===== src/rtl/cpu_types_pkg.sv =====
// Shared CPU-side types: data word, memory arbiter state encoding and the
// poison word returned when a RAM access is force-completed.
package cpu_types_pkg;

  typedef logic [31:0] word_t;

  typedef enum logic [1:0] {
    IDLE  = 2'd0,
    DATA  = 2'd1,
    INSTR = 2'd2
  } arb_state_t;

  localparam word_t BAD_WORD = 32'hBAD1_BAD1;

endpackage


===== src/rtl/arb_timer.sv =====
// Watchdog counter for one RAM access: cleared on access start, counts
// cycles without ack, flags the cycle in which the count sits at TIMEOUT-1.
module arb_timer #(
  parameter int TIMEOUT = 255,
  parameter int CNT_W   = 8
) (
  input  logic clk_i,
  input  logic rst_i,
  input  logic clr_i,
  input  logic en_i,
  output logic expired_o
);

  localparam logic [CNT_W-1:0] LAST = CNT_W'(TIMEOUT - 1);

  logic [CNT_W-1:0] cnt_q, cnt_d;
  logic             exp_q, exp_d;

  // expired is registered so the parent sees it in the same cycle the count hits LAST
  always_comb begin
    cnt_d = cnt_q;
    exp_d = exp_q;
    if (clr_i) begin
      cnt_d = '0;
      exp_d = (LAST == '0);
    end else if (en_i) begin
      cnt_d = cnt_q + 1'b1;
      exp_d = ((cnt_q + 1'b1) == LAST);
    end
  end

  always_ff @(posedge clk_i or posedge rst_i) begin
    if (rst_i) begin
      cnt_q <= '0;
      exp_q <= 1'b0;
    end else begin
      cnt_q <= cnt_d;
      exp_q <= exp_d;
    end
  end

  assign expired_o = exp_q;

endmodule


===== src/rtl/mem_arbiter.sv =====
// Serialises instruction and data requests onto one single-ported RAM and
// returns iHit/dHit completion pulses; a watchdog force-completes stuck accesses.
module mem_arbiter
  import cpu_types_pkg::*;
#(
  parameter int ADDR_W  = 32,
  parameter int DATA_W  = 32,
  parameter int TIMEOUT = 255,
  parameter int CNT_W   = 8
) (
  input  logic              CLK,
  input  logic              RST,
  input  logic              iMemRe,
  input  logic [ADDR_W-1:0] iaddr,
  input  logic              dMemRe,
  input  logic              dMemWr,
  input  logic [ADDR_W-1:0] daddr,
  input  logic [DATA_W-1:0] dstore,
  output logic              iHit,
  output logic [DATA_W-1:0] iload,
  output logic              dHit,
  output logic [DATA_W-1:0] dload,
  output logic              ram_ren,
  output logic              ram_wen,
  output logic [ADDR_W-1:0] ram_addr,
  output logic [DATA_W-1:0] ram_wdata,
  input  logic [DATA_W-1:0] ram_rdata,
  input  logic              ram_ack,
  output logic              err
);

  localparam logic [DATA_W-1:0] BAD = DATA_W'(BAD_WORD);

  arb_state_t        state_q;
  logic [ADDR_W-1:0] addr_q;
  logic [DATA_W-1:0] wdata_q;
  logic              wr_q;
  logic              err_q;

  logic busy, dreq, accept, expired, ack_done, tmo_done, done;

  assign busy     = (state_q != IDLE);
  assign dreq     = dMemRe | dMemWr;
  assign accept   = (state_q == IDLE) & (dreq | iMemRe);
  assign ack_done = busy & ram_ack;
  // ack in the expiry cycle wins: normal completion, no error
  assign tmo_done = busy & ~ram_ack & expired;
  assign done     = ack_done | tmo_done;

  arb_timer #(.TIMEOUT(TIMEOUT), .CNT_W(CNT_W)) u_timer (
    .clk_i     (CLK),
    .rst_i     (RST),
    .clr_i     (accept),
    .en_i      (busy & ~ram_ack),
    .expired_o (expired)
  );

  always_ff @(posedge CLK or posedge RST) begin
    if (RST) begin
      state_q <= IDLE;
      addr_q  <= '0;
      wdata_q <= '0;
      wr_q    <= 1'b0;
      err_q   <= 1'b0;
    end else begin
      case (state_q)
        IDLE: begin
          if (dreq) begin
            state_q <= DATA;
            addr_q  <= daddr;
            wdata_q <= dstore;
            wr_q    <= dMemWr;
          end else if (iMemRe) begin
            state_q <= INSTR;
            addr_q  <= iaddr;
            wr_q    <= 1'b0;
          end
        end
        default: begin
          if (done)     state_q <= IDLE;
          if (tmo_done) err_q   <= 1'b1;
        end
      endcase
    end
  end

  assign iHit = (state_q == INSTR) & done;
  assign dHit = (state_q == DATA)  & done;

  assign iload = iHit ? (ram_ack ? ram_rdata : BAD) : '0;
  assign dload = dHit ? (ram_ack ? (wr_q ? '0 : ram_rdata) : BAD) : '0;

  assign ram_ren   = busy & ~wr_q;
  assign ram_wen   = busy & wr_q;
  assign ram_addr  = busy ? addr_q : '0;
  assign ram_wdata = (busy & wr_q) ? wdata_q : '0;
  assign err       = err_q;

endmodule

===== config.mk =====
export PLATFORM = sky130hd
export DESIGN_NAME = mem_arbiter
export DESIGN_NICKNAME = d
export VERILOG_FILES = /design/src/rtl/cpu_types_pkg.sv /design/src/rtl/arb_timer.sv /design/src/rtl/mem_arbiter.sv
export SDC_FILE = /design/constraint.sdc
export NUM_CORES = 1
export LEC_CHECK = 0
export ABC_AREA = 1
export BUFFER_PORTS_ARGS = -buffer_cell sky130_fd_sc_hd__buf_2
export CAP_MARGIN = 20
export CORE_ASPECT_RATIO = 0.6
export CORE_MARGIN = 3
export CORE_UTILIZATION = 37
export DETAILED_ROUTE_END_ITERATION = 7
export GPL_TIMING_DRIVEN = 0
export PLACE_DENSITY = 0.7
export SLEW_MARGIN = 20
export SYNTH_ARGS = -nofsm -noshare
export SYNTH_HDL_FRONTEND = slang
export SYNTH_HIERARCHICAL = 1
export SYNTH_SLANG_ARGS = --single-unit

===== constraint.sdc =====
create_clock -name CLK -period 4.29 [get_ports CLK]
set_input_delay 1.287 -clock CLK [delete_from_list [all_inputs] [get_ports CLK]]
set_output_delay 1.287 -clock CLK [all_outputs]
set_load 0.03 [all_outputs]

Word-level counts from Yosys, hierarchy flattened
Index checks and enable logic that the tools add are counted.

Flip-flop bits (word level): 77. Input bits: 134. Output and inout bits: 133. Logic and storage cells: 54.

Add/subtract/negate cells: 1. Equal/unequal tests: 4. Muxes and demuxes: 19. Bitwise operators: 14. Reductions and logical operators: 9.

Operators with widths (count): $mux 32 (9); $mux 8 (2); $add 8x1->8 const B (1); $and 1x1->1 (8); $eq 8x8->1 const B (1); $mux 2 (4); $reduce_and 2->1 (4); $reduce_bool 2->1 (4); $mux 1 (4); $ne 3x3->1 const B (1); $not 1->1 (3); $or 1x1->1 (3); $eq 2x1->1 const B (1); $eq 2x2->1 const B (1); $logic_not 2->1 (1).

Longest topological paths before layout
Depth after elaboration: 6. Gate-level depth with buffers: 10. Gate-level depth less buffers: 9.

By module
The synthesis kept the hierarchy.

By module, submodules not included: mem_arbiter (times used 1, cells an instance 641, area each 3985.1 µm², sequential area each 1701.6 µm²); arb_timer (times used 1, cells an instance 73, area each 540.5 µm², sequential area each 225.2 µm²).

Least setup slack after synthesis
OpenSTA, ideal clock, no wires.

Kind: input port to output port. Start point: input port ram_ack. End point: output port dload[30]. Data arrival time: 2585 ps. Required time: 3003 ps. Setup slack: 418 ps. Stages: 6. Buffers on the path: 2. Cells stage by stage: buf_2 inv_2 nand2_1 nand3_1 buf_2 nor3_1.

Cells in the longest elaborated chain, start to end: 6. Elaborated cells between the ends (all ways): 8. Classes of those cells: 2 x mux; 6 x bitwise.

Ends and longest elaborated chain: start, declared (RTL line mem_arbiter.sv:28) `input logic ram_ack,`; $not 1->1 (RTL line mem_arbiter.sv:47) `assign tmo_done = busy & ~ram_ack & expired;`; $and 1x1->1 (2 in series) (RTL line mem_arbiter.sv:47); $or 1x1->1 (RTL line mem_arbiter.sv:48) `assign done = ack_done | tmo_done;`; $and 1x1->1 (RTL line mem_arbiter.sv:88) `assign dHit = (state_q == DATA) & done;`; $mux 32 (*) (RTL line mem_arbiter.sv:91) `assign dload = dHit ? (ram_ack ? (wr_q ? '0 : ram_rdata) : BAD) : '0;`; end, declared (RTL line mem_arbiter.sv:22) `output logic [DATA_W-1:0] dload,`.

Every way passes the cells marked *; elsewhere a longest branch is shown, timed or not.

Final worst setup path
Start point: input port ram_ack. End point: output port dload[0].

Same word-level chain as after synthesis.

==> qor_table.md <==
| Group | Metric | This run |
| --- | --- | --- |
| place | Number of port buffers | 265 |
| drt | DR vias/cell | 4.48 |
| clock network | Clk sinks | 77 |
| worst setup path | Kind of capture point of the worst setup path | output pin |
| worst setup path | WP data arrival | 2.58 ns |
| job | Max-Cap Viols | 0 |
| global route | Antenna violations before repair | 1 |
| sta | Unrepaired setup endpoints after global routing | false |
| final layout | Post-layout instance count excluding filler cells | 1155 |
| place | Placed insts | 1140 |
| die | Cell row count | 30 |
| sta | Actual transition at the worst max-transition pin | 0.510 ns |
| worst setup path | Flop-to-flop setup slack | 2.39 ns |
| worst setup path | Buffers and inverters on the worst path | 4 |
| sta | Maximum clock frequency | 0.258 GHz |
| final layout | Leading cell type in the layout, fill and taps excluded | sky130_fd_sc_hd__buf_2 |
| sta | Slew headroom | 66.0% |
| worst setup path | Cells along the critical path | buf_2 > inv_2 > nand2_1 > nand3_1 > buf_2 > nor2_1 > buf_2 |
| worst setup path | Worst reg-to-reg path cell count | 9 |
| die | Boundary pin count | 267 |
| clock network | CTS H-Tree Depth | 3 |
| sta | Share of the cycle needed by the critical path after routing | 90.2% |
| sta | Final setup violation count | 0 |
| clock network | Post-cts repair resize count | 0 |
| worst setup path | Kind of critical path | input port to output pin |
| final layout | Area growth from synthesis to final layout | 40.7% |
| clock network | Post-CTS setup buffer count | 0 |
| min path | Count of cells along the worst hold path | 1 |
| worst setup path | Worst R2R Start | state_q[0] |
| synthesis | Post-synthesis area per instance | 6.34 um2 |
| synthesis | Most used flip-flop cell after synthesis | sky130_fd_sc_hd__dfrtp_1 |
| drt | Antenna viol nets, final | 0 |
| worst setup path | Largest stage delay on the critical path | 0.27 ns |
| die | Vertical die dimension | 91.7 um |
| synthesis | Synth warnings | 6 |
| power and ir drop | Static leakage power | 0.00398 uW |
| clock network | Worst-Skew Late Latency | 0.33 ns |
| drt | Average routed wire per standard cell | 13.2 um |
| die | Core Footprint | 11600 um2 |
| clock network | CTS tree | built |
| die | Die Width | 149 um |
| min path | Hold Startpoint | err |
| sta | Tightest hold margin | 0.454 ns |
| worst setup path | Worst-path cell with the longest stage delay | sky130_fd_sc_hd__buf_2 |
| run status | Run status | finished, final reports clean |
| die | Die area | 13600 um2 |
| worst setup path | Largest delay contributor family on the critical path | buffers and inverters |
| power and ir drop | Power density over the cells | 676 nW/um2 |
| worst setup path | Biggest fanout along the worst timing path | 10 |
| global route | Vias in the first global route | 4824 |
| synthesis | Post-Synthesis Cell Area | 4530 um2 |
| place | GP Congestion | 0.815 |
| min path | Hold/Removal Path Class | flop to flop |
| sta | Final Hold Vio Count | 0 |
| final layout | Final Util | 54.9% |
| synthesis | Total of flip-flops plus latches after synthesis | 77 |
| synthesis | Number of library cell types mapped by synthesis | 24 |
| drt | Wire length after detailed routing | 15200 um |
| clock network | Clock slew seen by the registers of the worst setup and hold paths | 0.06 ns |
| worst setup path | Critical path launch point type | input port |
| die | Initial core utilization | 39.0% |
| synthesis | Synthesized netlist net count | 850 |
| worst setup path | Critical R2R Capture | u_timer/expired_o |
| sta | Final setup TNS | 0 ns |
| synthesis | Proportion of synthesized flip-flops having asynchronous set or reset | 100% |
| synthesis | Gate Count Post-Synth | 714 |
| worst setup path | Data required, critical path | 3.00 ns |
| min path | Capture endpoint of the worst hold path | err |
| final layout | Fraction of final layout cells sized beyond drive strength 1 | 31.6% |
| global route | Total global-route track usage | 21.7% |
| global route | Maximum number of pins on one net before global-route repair | 38 |
| synthesis | Post-synth EDFFs | 0 |
| final layout | Final nets | 1127 |
| clock network | Master cell of the clock root buffer | sky130_fd_sc_hd__clkbuf_16 |
| sta | Clock tree skew after final layout | 0.00449 ns |
| clock network | CTS hold repair buffers | 0 |
| global route | Wire length of the first global-routing pass | 23700 um |
| clock network | Number of buffers inserted during clock tree synthesis | 9 |
| worst setup path | Cell type with the highest occurrence count on the critical path | sky130_fd_sc_hd__buf_2 |
| power and ir drop | Peak ir drop on the vdd network | 0.000298 V |
| synthesis | Sequential cell area fraction in the yosys report | 42.6% |
| drt | Starting DRC count in detailed routing | 241 |
| power and ir drop | Final Total Pwr | 4300 uW |
| sta | Total count of max-transition violations in the final report | 0 |
| global route | Overflow after GRT | 0 |
| clock network | Buffer levels on the longest clock path | 2 |
| drt | Number of search-and-repair iterations in the first detailed-routing pass | 4 |
| place | Detailed placer's ending HPWL | 12300 um |
| drt | DRC | 0 |
| sta | Min cycle time layout | 3.87 ns |
| final layout | Leading cell types in the layout, fill and taps excluded | sky130_fd_sc_hd__buf_2 (283), sky130_fd_sc_hd__nand2_1 (235), sky130_fd_sc_hd__nor2_1 (173) |
| final layout | Number of fill cells | 1197 |
| drt | Vias post-DR | 5173 |
[sequential cells by signal (all words and copies together), names as in the netlist]
name and flops:
addr_q 32, state_q 2, u_timer/expired_o 1, wdata_q 32
wr_q 1, err 1, u_timer/cnt_q 8
[cells by family (layout without fill, tap and decap cells)]
logic type,after synthesis,count (layout),synth area share [%]
fa+ha+maj,2,2,0.553
xor+xnor,1,1,0.194
buf+inv,130,410,11.4
flops,77,77,42.6
simple gates,442,442,38.1
compound gates,62,62,7.11
other cells,0,1,0
[worst max-delay path by stage]
stage                  endpoint  startpoint  slack, ns  cells past startpoint
finish                 dload[0]     ram_ack       0.42                      7
global route          dload[17]     ram_ack       0.31                      7
floorplan             dload[30]     ram_ack       0.42                      6
CTS                    dload[7]     ram_ack       0.41                      7
global placement    wdata_q[26]         RST       0.34                      2
detailed placement     dload[7]     ram_ack       0.41                      7
[Yosys cell counts (2+ instances only)]
library cell / n / area share (%)
sky130_fd_sc_hd__nand2_2: 4 / 0.55
sky130_fd_sc_hd__o22ai_1: 5 / 0.69
sky130_fd_sc_hd__ha_1: 2 / 0.55
sky130_fd_sc_hd__a21oi_1: 50 / 5.5
sky130_fd_sc_hd__inv_2: 2 / 0.17
sky130_fd_sc_hd__dfrtp_1: 77 / 43
sky130_fd_sc_hd__clkbuf_1: 19 / 1.6
sky130_fd_sc_hd__inv_1: 88 / 7.3
sky130_fd_sc_hd__o21ai_0: 4 / 0.44
sky130_fd_sc_hd__nand2_1: 235 / 19
sky130_fd_sc_hd__buf_4: 2 / 0.33
sky130_fd_sc_hd__nor3_1: 14 / 1.5
sky130_fd_sc_hd__nor2_2: 5 / 0.69
sky130_fd_sc_hd__nor2_1: 173 / 14
sky130_fd_sc_hd__buf_2: 18 / 2.0
sky130_fd_sc_hd__nand3_1: 8 / 0.88
[per-layer routing]
metal  global-route usage [%]  share of wire (%)  up-vias
met5                        0                  0        -
met4                     4.34               0.93        0
met3                     6.02                8.0       10
met2                     36.4                 47      181
met1                     28.3                 44     2299
li1                         -                  -     2683
[power breakdown]
group,internal (uW),total [uW],switching (uW)
clock network,458,737,279
registers,1040,1180,138
logic,655,2390,1740
[per-stage QoR]
| stage | area [um2] | setup WS, ns |
|---|---|---|
| 2_1_floorplan | 4530 | 0.418 |
| 3_3_place_gp | 6050 | 0.344 |
| 3_5_place_dp | 6070 | 0.414 |
| 4_1_cts | 6360 | 0.414 |
| 5_1_grt | 6370 | 0.307 |
| 6_report | 6370 | 0.421 |
[area by class of cell]
type	count	area, um2	share of cell area [%]
Antenna cell	1	2.50	0.0393
Buffer	39	176	2.77
Clock buffer	10	239	3.75
Clock inverter	4	50.0	0.786
Inverter	91	344	5.40
Multi-Input combinational cell	507	2080	32.7
Sequential cell	77	1930	30.3
Tap cell	160	200	3.14
Timing Repair Buffer	266	1350	21.1
Note: power is estimated with default switching activity, not from simulation.
